### src/rtl/core_pkg.sv
// core_pkg: definitions shared by the writeback queue and its forwarding lookup.
//   XLEN_DEF    : default data / PC width
//   RA_W_DEF    : default register address width
//   PC_STEP_DEF : default sequential PC increment
//   head_state_e: handshake state of the entry at the queue head
//   wb_entry_t  : layout of one queued writeback entry at the default widths
package core_pkg;

    localparam int XLEN_DEF    = 32;
    localparam int RA_W_DEF    = 5;
    localparam int PC_STEP_DEF = 4;

    typedef enum logic [1:0] {
        IDLE     = 2'd0,
        ISSUE    = 2'd1,
        WAIT_REG = 2'd2,
        WAIT_PC  = 2'd3
    } head_state_e;

    typedef struct packed {
        logic [RA_W_DEF-1:0] rd;
        logic                rd_wen;
        logic [XLEN_DEF-1:0] data;
        logic [XLEN_DEF-1:0] npc;
    } wb_entry_t;

endpackage

### src/rtl/core_wb_fwd_lookup.sv
// core_wb_fwd_lookup: youngest-match search over the writeback queue for one
// decode read port.
//   query     : register address being read by decode
//   head_addr : slot index of the oldest entry
//   live      : per-slot flag, slot holds a pending entry that writes rd
//   rd_flat   : per-slot destination register, slot s at [s*RA_W +: RA_W]
//   data_flat : per-slot write data, slot s at [s*XLEN +: XLEN]
//   hit       : some pending write targets query
//   data      : data of the youngest such write, 0 when no hit
module core_wb_fwd_lookup #(
    parameter int XLEN  = 32,
    parameter int DEPTH = 4,
    parameter int RA_W  = 5
) (
    input  logic [RA_W-1:0]          query,
    input  logic [$clog2(DEPTH)-1:0] head_addr,
    input  logic [DEPTH-1:0]         live,
    input  logic [DEPTH*RA_W-1:0]    rd_flat,
    input  logic [DEPTH*XLEN-1:0]    data_flat,
    output logic                     hit,
    output logic [XLEN-1:0]          data
);

    localparam int AW = $clog2(DEPTH);

    // Walk from oldest to youngest so a later match overrides an earlier one.
    // Register 0 is hardwired, so it never forwards.
    always_comb begin
        logic [AW-1:0] idx;
        idx  = '0;
        hit  = 1'b0;
        data = '0;
        for (int i = 0; i < DEPTH; i++) begin
            idx = head_addr + AW'(i);
            if (live[idx] && (query != '0) &&
                (rd_flat[int'(idx)*RA_W +: RA_W] == query)) begin
                hit  = 1'b1;
                data = data_flat[int'(idx)*XLEN +: XLEN];
            end
        end
    end

endmodule

### src/rtl/core_wb_queue.sv
// core_wb_queue: in-order writeback queue between MEM and the register file / PC.
//   clk, rst                        : clock, synchronous active-high reset
//   in_valid/in_ready, in_*         : retired-result handshake from MEM
//   flush                           : drop every entry except an in-flight head
//   wb_reg_wen/addr/din, reg_done   : register-file write request and acknowledge
//   wb_pc_wen/wb_pcin, pc_done      : PC write request and acknowledge
//   fwd_rs1/2 -> fwd_hit1/2, data1/2: newest pending rd value for decode
//   retire_cnt                      : number of retired entries (wraps)
//   empty                           : queue holds no entries
module core_wb_queue
    import core_pkg::*;
#(
    parameter int XLEN    = XLEN_DEF,
    parameter int DEPTH   = 4,
    parameter int RA_W    = RA_W_DEF,
    parameter int PC_STEP = PC_STEP_DEF
) (
    input  logic            clk,
    input  logic            rst,
    input  logic            in_valid,
    output logic            in_ready,
    input  logic [XLEN-1:0] in_pc,
    input  logic [RA_W-1:0] in_rd,
    input  logic            in_jmp,
    input  logic [XLEN-1:0] in_target,
    input  logic            in_link,
    input  logic            in_load,
    input  logic [XLEN-1:0] in_load_data,
    input  logic            in_computed,
    input  logic [XLEN-1:0] in_value,
    input  logic            flush,
    output logic            wb_reg_wen,
    output logic [RA_W-1:0] wb_rd_addr,
    output logic [XLEN-1:0] wb_rd_din,
    input  logic            wb_reg_done,
    output logic            wb_pc_wen,
    output logic [XLEN-1:0] wb_pcin,
    input  logic            pc_done,
    input  logic [RA_W-1:0] fwd_rs1,
    input  logic [RA_W-1:0] fwd_rs2,
    output logic            fwd_hit1,
    output logic            fwd_hit2,
    output logic [XLEN-1:0] fwd_data1,
    output logic [XLEN-1:0] fwd_data2,
    output logic [31:0]     retire_cnt,
    output logic            empty
);

    localparam int AW = $clog2(DEPTH);

    logic [RA_W-1:0] q_rd     [DEPTH];
    logic            q_rd_wen [DEPTH];
    logic [XLEN-1:0] q_data   [DEPTH];
    logic [XLEN-1:0] q_npc    [DEPTH];

    logic [AW:0]     head, tail, count;
    logic [AW-1:0]   head_addr, tail_addr;
    logic            full, accept, retire, gap, reg_ok;
    head_state_e     state, next_state;

    logic [XLEN-1:0] seq_pc, new_npc, new_data;
    logic            new_rd_wen;

    assign head_addr = head[AW-1:0];
    assign tail_addr = tail[AW-1:0];
    assign count     = tail - head;
    assign full      = (head_addr == tail_addr) && (head[AW] != tail[AW]);
    assign empty     = (head == tail);
    assign in_ready  = !full;
    // A flush in the same cycle swallows the incoming result.
    assign accept    = in_valid && in_ready && !flush;

    // Entry fields are resolved at enqueue so the head only stores final values.
    always_comb begin
        seq_pc     = in_pc + XLEN'(PC_STEP);
        new_npc    = in_jmp ? in_target : seq_pc;
        new_data   = in_computed ? in_value : (in_link ? seq_pc : (in_load ? in_load_data : '0));
        new_rd_wen = (in_computed || in_link || in_load) && (in_rd != '0);
    end

    // Head and tail pointers plus the retire counter. A flush keeps the head
    // only when it is mid-handshake; a simultaneous retire then empties the queue.
    always_ff @(posedge clk) begin
        if (rst) begin
            head       <= '0;
            tail       <= '0;
            retire_cnt <= '0;
        end else begin
            if (retire) begin
                head       <= head + 1'b1;
                retire_cnt <= retire_cnt + 32'd1;
            end
            if (flush) begin
                tail <= (state != IDLE) ? head + 1'b1 : head;
            end else if (accept) begin
                tail <= tail + 1'b1;
            end
        end
    end

    // Entry storage; stale slots are harmless because the pointers define validity.
    always_ff @(posedge clk) begin
        if (accept) begin
            q_rd[tail_addr]     <= in_rd;
            q_rd_wen[tail_addr] <= new_rd_wen;
            q_data[tail_addr]   <= new_data;
            q_npc[tail_addr]    <= new_npc;
        end
    end

    // Head state register. gap holds both requests low for one cycle after a
    // retire so each write port sees a gap between consecutive entries.
    always_ff @(posedge clk) begin
        if (rst) begin
            state <= IDLE;
            gap   <= 1'b0;
        end else begin
            state <= next_state;
            gap   <= retire && (next_state == ISSUE);
        end
    end

    // Head next-state logic. An entry without a register write treats the
    // register side as already acknowledged. Dones are ignored during gap.
    always_comb begin
        next_state = state;
        retire     = 1'b0;
        reg_ok     = !q_rd_wen[head_addr] || wb_reg_done;
        case (state)
            IDLE: begin
                if (accept) next_state = ISSUE;
            end
            ISSUE: begin
                if (!gap) begin
                    if (reg_ok && pc_done)  retire     = 1'b1;
                    else if (pc_done)       next_state = WAIT_REG;
                    else if (reg_ok)        next_state = WAIT_PC;
                end
            end
            WAIT_REG: begin
                if (wb_reg_done) retire = 1'b1;
            end
            WAIT_PC: begin
                if (pc_done) retire = 1'b1;
            end
            default: next_state = IDLE;
        endcase
        if (retire) begin
            next_state = (((count != (AW+1)'(1)) || accept) && !flush) ? ISSUE : IDLE;
        end
    end

    // Write-port outputs come straight from the head slot and the head state.
    always_comb begin
        wb_reg_wen = 1'b0;
        wb_pc_wen  = 1'b0;
        wb_rd_addr = '0;
        wb_rd_din  = '0;
        wb_pcin    = '0;
        if (state != IDLE) begin
            wb_rd_addr = q_rd[head_addr];
            wb_rd_din  = q_data[head_addr];
            wb_pcin    = q_npc[head_addr];
            if (!gap) begin
                wb_pc_wen  = (state == ISSUE) || (state == WAIT_PC);
                wb_reg_wen = ((state == ISSUE) || (state == WAIT_REG)) && q_rd_wen[head_addr];
            end
        end
    end

    // Forwarding view of the queue: a slot is live when it lies between head
    // and tail and its entry writes a register.
    logic [DEPTH-1:0]      live;
    logic [DEPTH*RA_W-1:0] rd_flat;
    logic [DEPTH*XLEN-1:0] data_flat;

    always_comb begin
        logic [AW-1:0] offset;
        offset    = '0;
        live      = '0;
        rd_flat   = '0;
        data_flat = '0;
        for (int s = 0; s < DEPTH; s++) begin
            offset                   = AW'(s) - head_addr;
            live[s]                  = q_rd_wen[s] && ({1'b0, offset} < count);
            rd_flat[s*RA_W +: RA_W]  = q_rd[s];
            data_flat[s*XLEN +: XLEN] = q_data[s];
        end
    end

    core_wb_fwd_lookup #(.XLEN(XLEN), .DEPTH(DEPTH), .RA_W(RA_W)) u_fwd1 (
        .query     (fwd_rs1),
        .head_addr (head_addr),
        .live      (live),
        .rd_flat   (rd_flat),
        .data_flat (data_flat),
        .hit       (fwd_hit1),
        .data      (fwd_data1)
    );

    core_wb_fwd_lookup #(.XLEN(XLEN), .DEPTH(DEPTH), .RA_W(RA_W)) u_fwd2 (
        .query     (fwd_rs2),
        .head_addr (head_addr),
        .live      (live),
        .rd_flat   (rd_flat),
        .data_flat (data_flat),
        .hit       (fwd_hit2),
        .data      (fwd_data2)
    );

endmodule

### config.mk
export PLATFORM = sky130hd
export DESIGN_NAME = core_wb_queue
export DESIGN_NICKNAME = d
export VERILOG_FILES = /design/src/rtl/core_pkg.sv /design/src/rtl/core_wb_fwd_lookup.sv /design/src/rtl/core_wb_queue.sv
export SDC_FILE = /design/constraint.sdc
export NUM_CORES = 1
export LEC_CHECK = 0
export BUFFER_PORTS_ARGS = -buffer_cell sky130_fd_sc_hd__buf_2
export CAP_MARGIN = 20
export CORE_UTILIZATION = 44
export CTS_CLUSTER_DIAMETER = 60
export DETAILED_ROUTE_END_ITERATION = 8
export GPL_ROUTABILITY_DRIVEN = 0
export SLEW_MARGIN = 20
export SYNTH_ARGS = -nofsm -noshare
export SYNTH_HDL_FRONTEND = slang
export SYNTH_SLANG_ARGS = --single-unit
### constraint.sdc
create_clock -name clk -period 5.6 [get_ports clk]
set_input_delay 0.56 -clock clk [delete_from_list [all_inputs] [get_ports clk]]
set_output_delay 0.56 -clock clk [all_outputs]
set_load 0.01 [all_outputs]
==> impl_metrics.toml <==
[timing]
setup_viol = 0
rsz0062_at_grt = "no"
max_slew_margin_pct = 22.8
final_hold_viol_count = 0
timing.final.ws_setup_ns = 0.172
tns_ns = 0
fmax_ghz = 0.184
fin_crit_ns = 5.43
tightestPinTransition_ns = 1.15
fin_skew_ns = 0.0219
drv_slew = 0
fin_crit_sh_pct = 96.9
whs_ns = 0.262

[cts]
clk_latency_ns = 0.54
clockBufferDepth = 3
cts_tree = "yes"
cts_setup_buffers = 0
cts_resized = 0
cts_root_buf = "clkbuf_16"
numCtsBuffers = 37
clock_sinks = 323
htreeDepth = 2
clk_pin_slew_ns = 0.06
cts_hold_buf = 0

[detailed_routing]
drtPass1Iterations = 9
wirelength_mm = 65.3
drc_errors = 10
ant_nets = 0
drtIter0Drc = 1657
vias = 16300
wl_per_cell_um = 26.3
viasPerCell = 6.58

[power_and_ir_drop]
ir_worst_vdd_v = 0.000172
total_power_w = 0.00637
intPower_w = 0.00459
cellLeakagePower_nw = 8.34
seqPwrFrac_pct = 43.4
combPwrFrac_pct = 19.6
power-per-cell-area_nw_per_um2 = 261
switching_share_pct = 27.9
p_sw_w = 0.00177
p_clk_share_pct = 37.0

[job]
maxCapViolations = 0

[die]
die_area_um2 = 48800
row_count = 79
ios = 324
die_h_um = 221
core_area_um2 = 47000
start_util_pct = 44.9
die_w_um = 221

[critical_path]
cp_slowest_cell = "fa_1"
path_max_fanout = 30
crit_top_cell = "inv_1"
cp.required_ns = 5.04
crit_buf_inv = 4
slowest_delay_ns = 0.60
path_class = "flop to primary output"
crit_family = "buffers and inverters"
worstSetupStartpointType = "flop"
worstPathArrival_ns = 4.87
path_cells = "inv_1 -> fa_1 -> inv_1 -> ha_1 -> nor2_1 -> a2bb2oi_1 -> mux4_2 -> or3_1 -> buf_4 -> a311oi_1 -> o31ai_1 -> buf_2"
end_kind = "primary output"

[yosys]
syn_nets = 1778
synth_cell_type_count = 64
postSynthCellCount = 1604
yosysSeqAreaShare_pct = 44.0
yosysWarnings = 0
synth_top_cell_area_share_pct = 39.9
yosys.area.top_type = "edfxtp_1"
synth.most_common_cell = "edfxtp_1"
synth_common_cells = "edfxtp_1, mux4_2, clkbuf_1"
synth_edf_count = 280
syn-cell-area_um2 = 21100
synth_ff_type = "edfxtp_1"
synthArstFlopShare_pct = 0
ys_ff_latch = 323
syn_area_per_cell_um2 = 13.1
netlist_top_cells_area = "edfxtp_1, mux4_2, dfxtp_1"

[status]
run_status = "complete, but fails checks"
violations = "DRC"

[global_routing]
grt_pass1_vias = 15900
grt.overflow.total = 0
grt_max_degree = 68
track_usage_pct = 26.5
antenna_found_initial = 3
grt_pass1_wl_mm = 98.6

[cells_and_area]
fillers = 3988
final_area_um2 = 24400
layout-drive-gt1-share_pct = 37.6
nNetsFinal = 2021
area_growth_pct = 15.7

[placement]
pre_cts_ws_ns = 0.903
hpwlAfterDp_mm = 44.7
io_buffers = 323
dpl_cell_area_um2 = 23200

[hold_path]
hold_class = "input pin to flop"
worst reg2reg max path: cells and delay by family (launching register included):
kind / cells / cell delay, ns
AOI/OAI and AO/OA: 1 / 0.28
DFF: 1 / 0.52
and+or+nand+nor: 2 / 1.28
adders and majority gates: 1 / 0.37
buffers and inverters: 2 / 0.58
path summary, 6_finish.rpt:
kind                  start              to  slack, ns  cells after the start
max                 head[1]    fwd_data2[3]       0.17                     12
min reg2reg  retire_cnt[24]  retire_cnt[24]       0.50                      2
min                in_rd[3]      q_rd[0][3]       0.26                      1
max reg2reg         head[1]   q_data[3][18]       2.26                      6
state kept, by name, summed over array words and instances, names as in the netlist, 2 cells and up, named ones only:
name / flops
q_data: 128
head: 3
tail: 3
retire_cnt: 32
state: 2
q_rd: 20
q_npc: 128
q_rd_wen: 4
power by group through the flow:
stage | logic (W) | registers (W) | clock network [W]
after global routing | 0.00134 | 0.00277 | 0.00249
final | 0.00125 | 0.00276 | 0.00236
after detailed placement | 0.00124 | 0.00281 | 0
after floorplan | 0.000778 | 0.00279 | 0
after global placement | 0.00123 | 0.00281 | 0
after CTS | 0.00124 | 0.00276 | 0.00241
cells by family (layout without fill, tap and decap cells):
group           Yosys count  after routing  share of synthesized area [%]
fa+ha+maj                21             21                           1.28
flops                   323            323                           44.0
other cells               0              3                              0
compound gates          233            233                           8.49
xor+xnor                100            100                           4.23
buf+inv                 190            458                           3.75
mux                     262            262                           25.8
simple gates            475            475                           12.5
final cells by class:
cell class | count | area (um^2) | area share (%)
well taps | 607 | 759 | 3.11
inverters | 28 | 105 | 0.431
flip-flops and latches | 323 | 9280 | 38.1
clock inverters | 15 | 114 | 0.467
multi-input cells | 1091 | 11100 | 45.5
diodes | 3 | 7.51 | 0.0308
clock buffers | 49 | 1070 | 4.37
repair buffers | 366 | 1960 | 8.02
cells in the final DEF, fill, tap and decap left out, drive strengths merged, types with 26 or more instances in the layout:
master | synthesis | final
o21ai | 37 | 37
nor4b | 26 | 26
mux2 | 37 | 37
nor2 | 84 | 84
xnor2 | 38 | 38
xor2 | 61 | 61
nand2 | 87 | 87
edfxtp | 280 | 280
nor2b | 83 | 83
inv | 27 | 30
nand4 | 76 | 76
mux4 | 222 | 222
buf | 47 | 366
clkbuf | 115 | 49
a22oi | 30 | 30
dfxtp | 43 | 43
per-layer routing:
metal | part of all wire [%] | global-route usage [%]
met1 | 41 | 36.6
met2 | 46 | 41.3
met3 | 9.9 | 6.47
met4 | 2.8 | 8.53
met5 | 0 | 0
per-stage QoR:
step | cells | util [%]
final | 2482 | 51.9
after global routing | 2482 | 51.9
after CTS | 2479 | 51.9
after detailed placement | 2415 | 49.4
after global placement | 2415 | 49.4
after floorplan | 1604 | -
No activity file was read; power rests on OpenSTA's default activity.
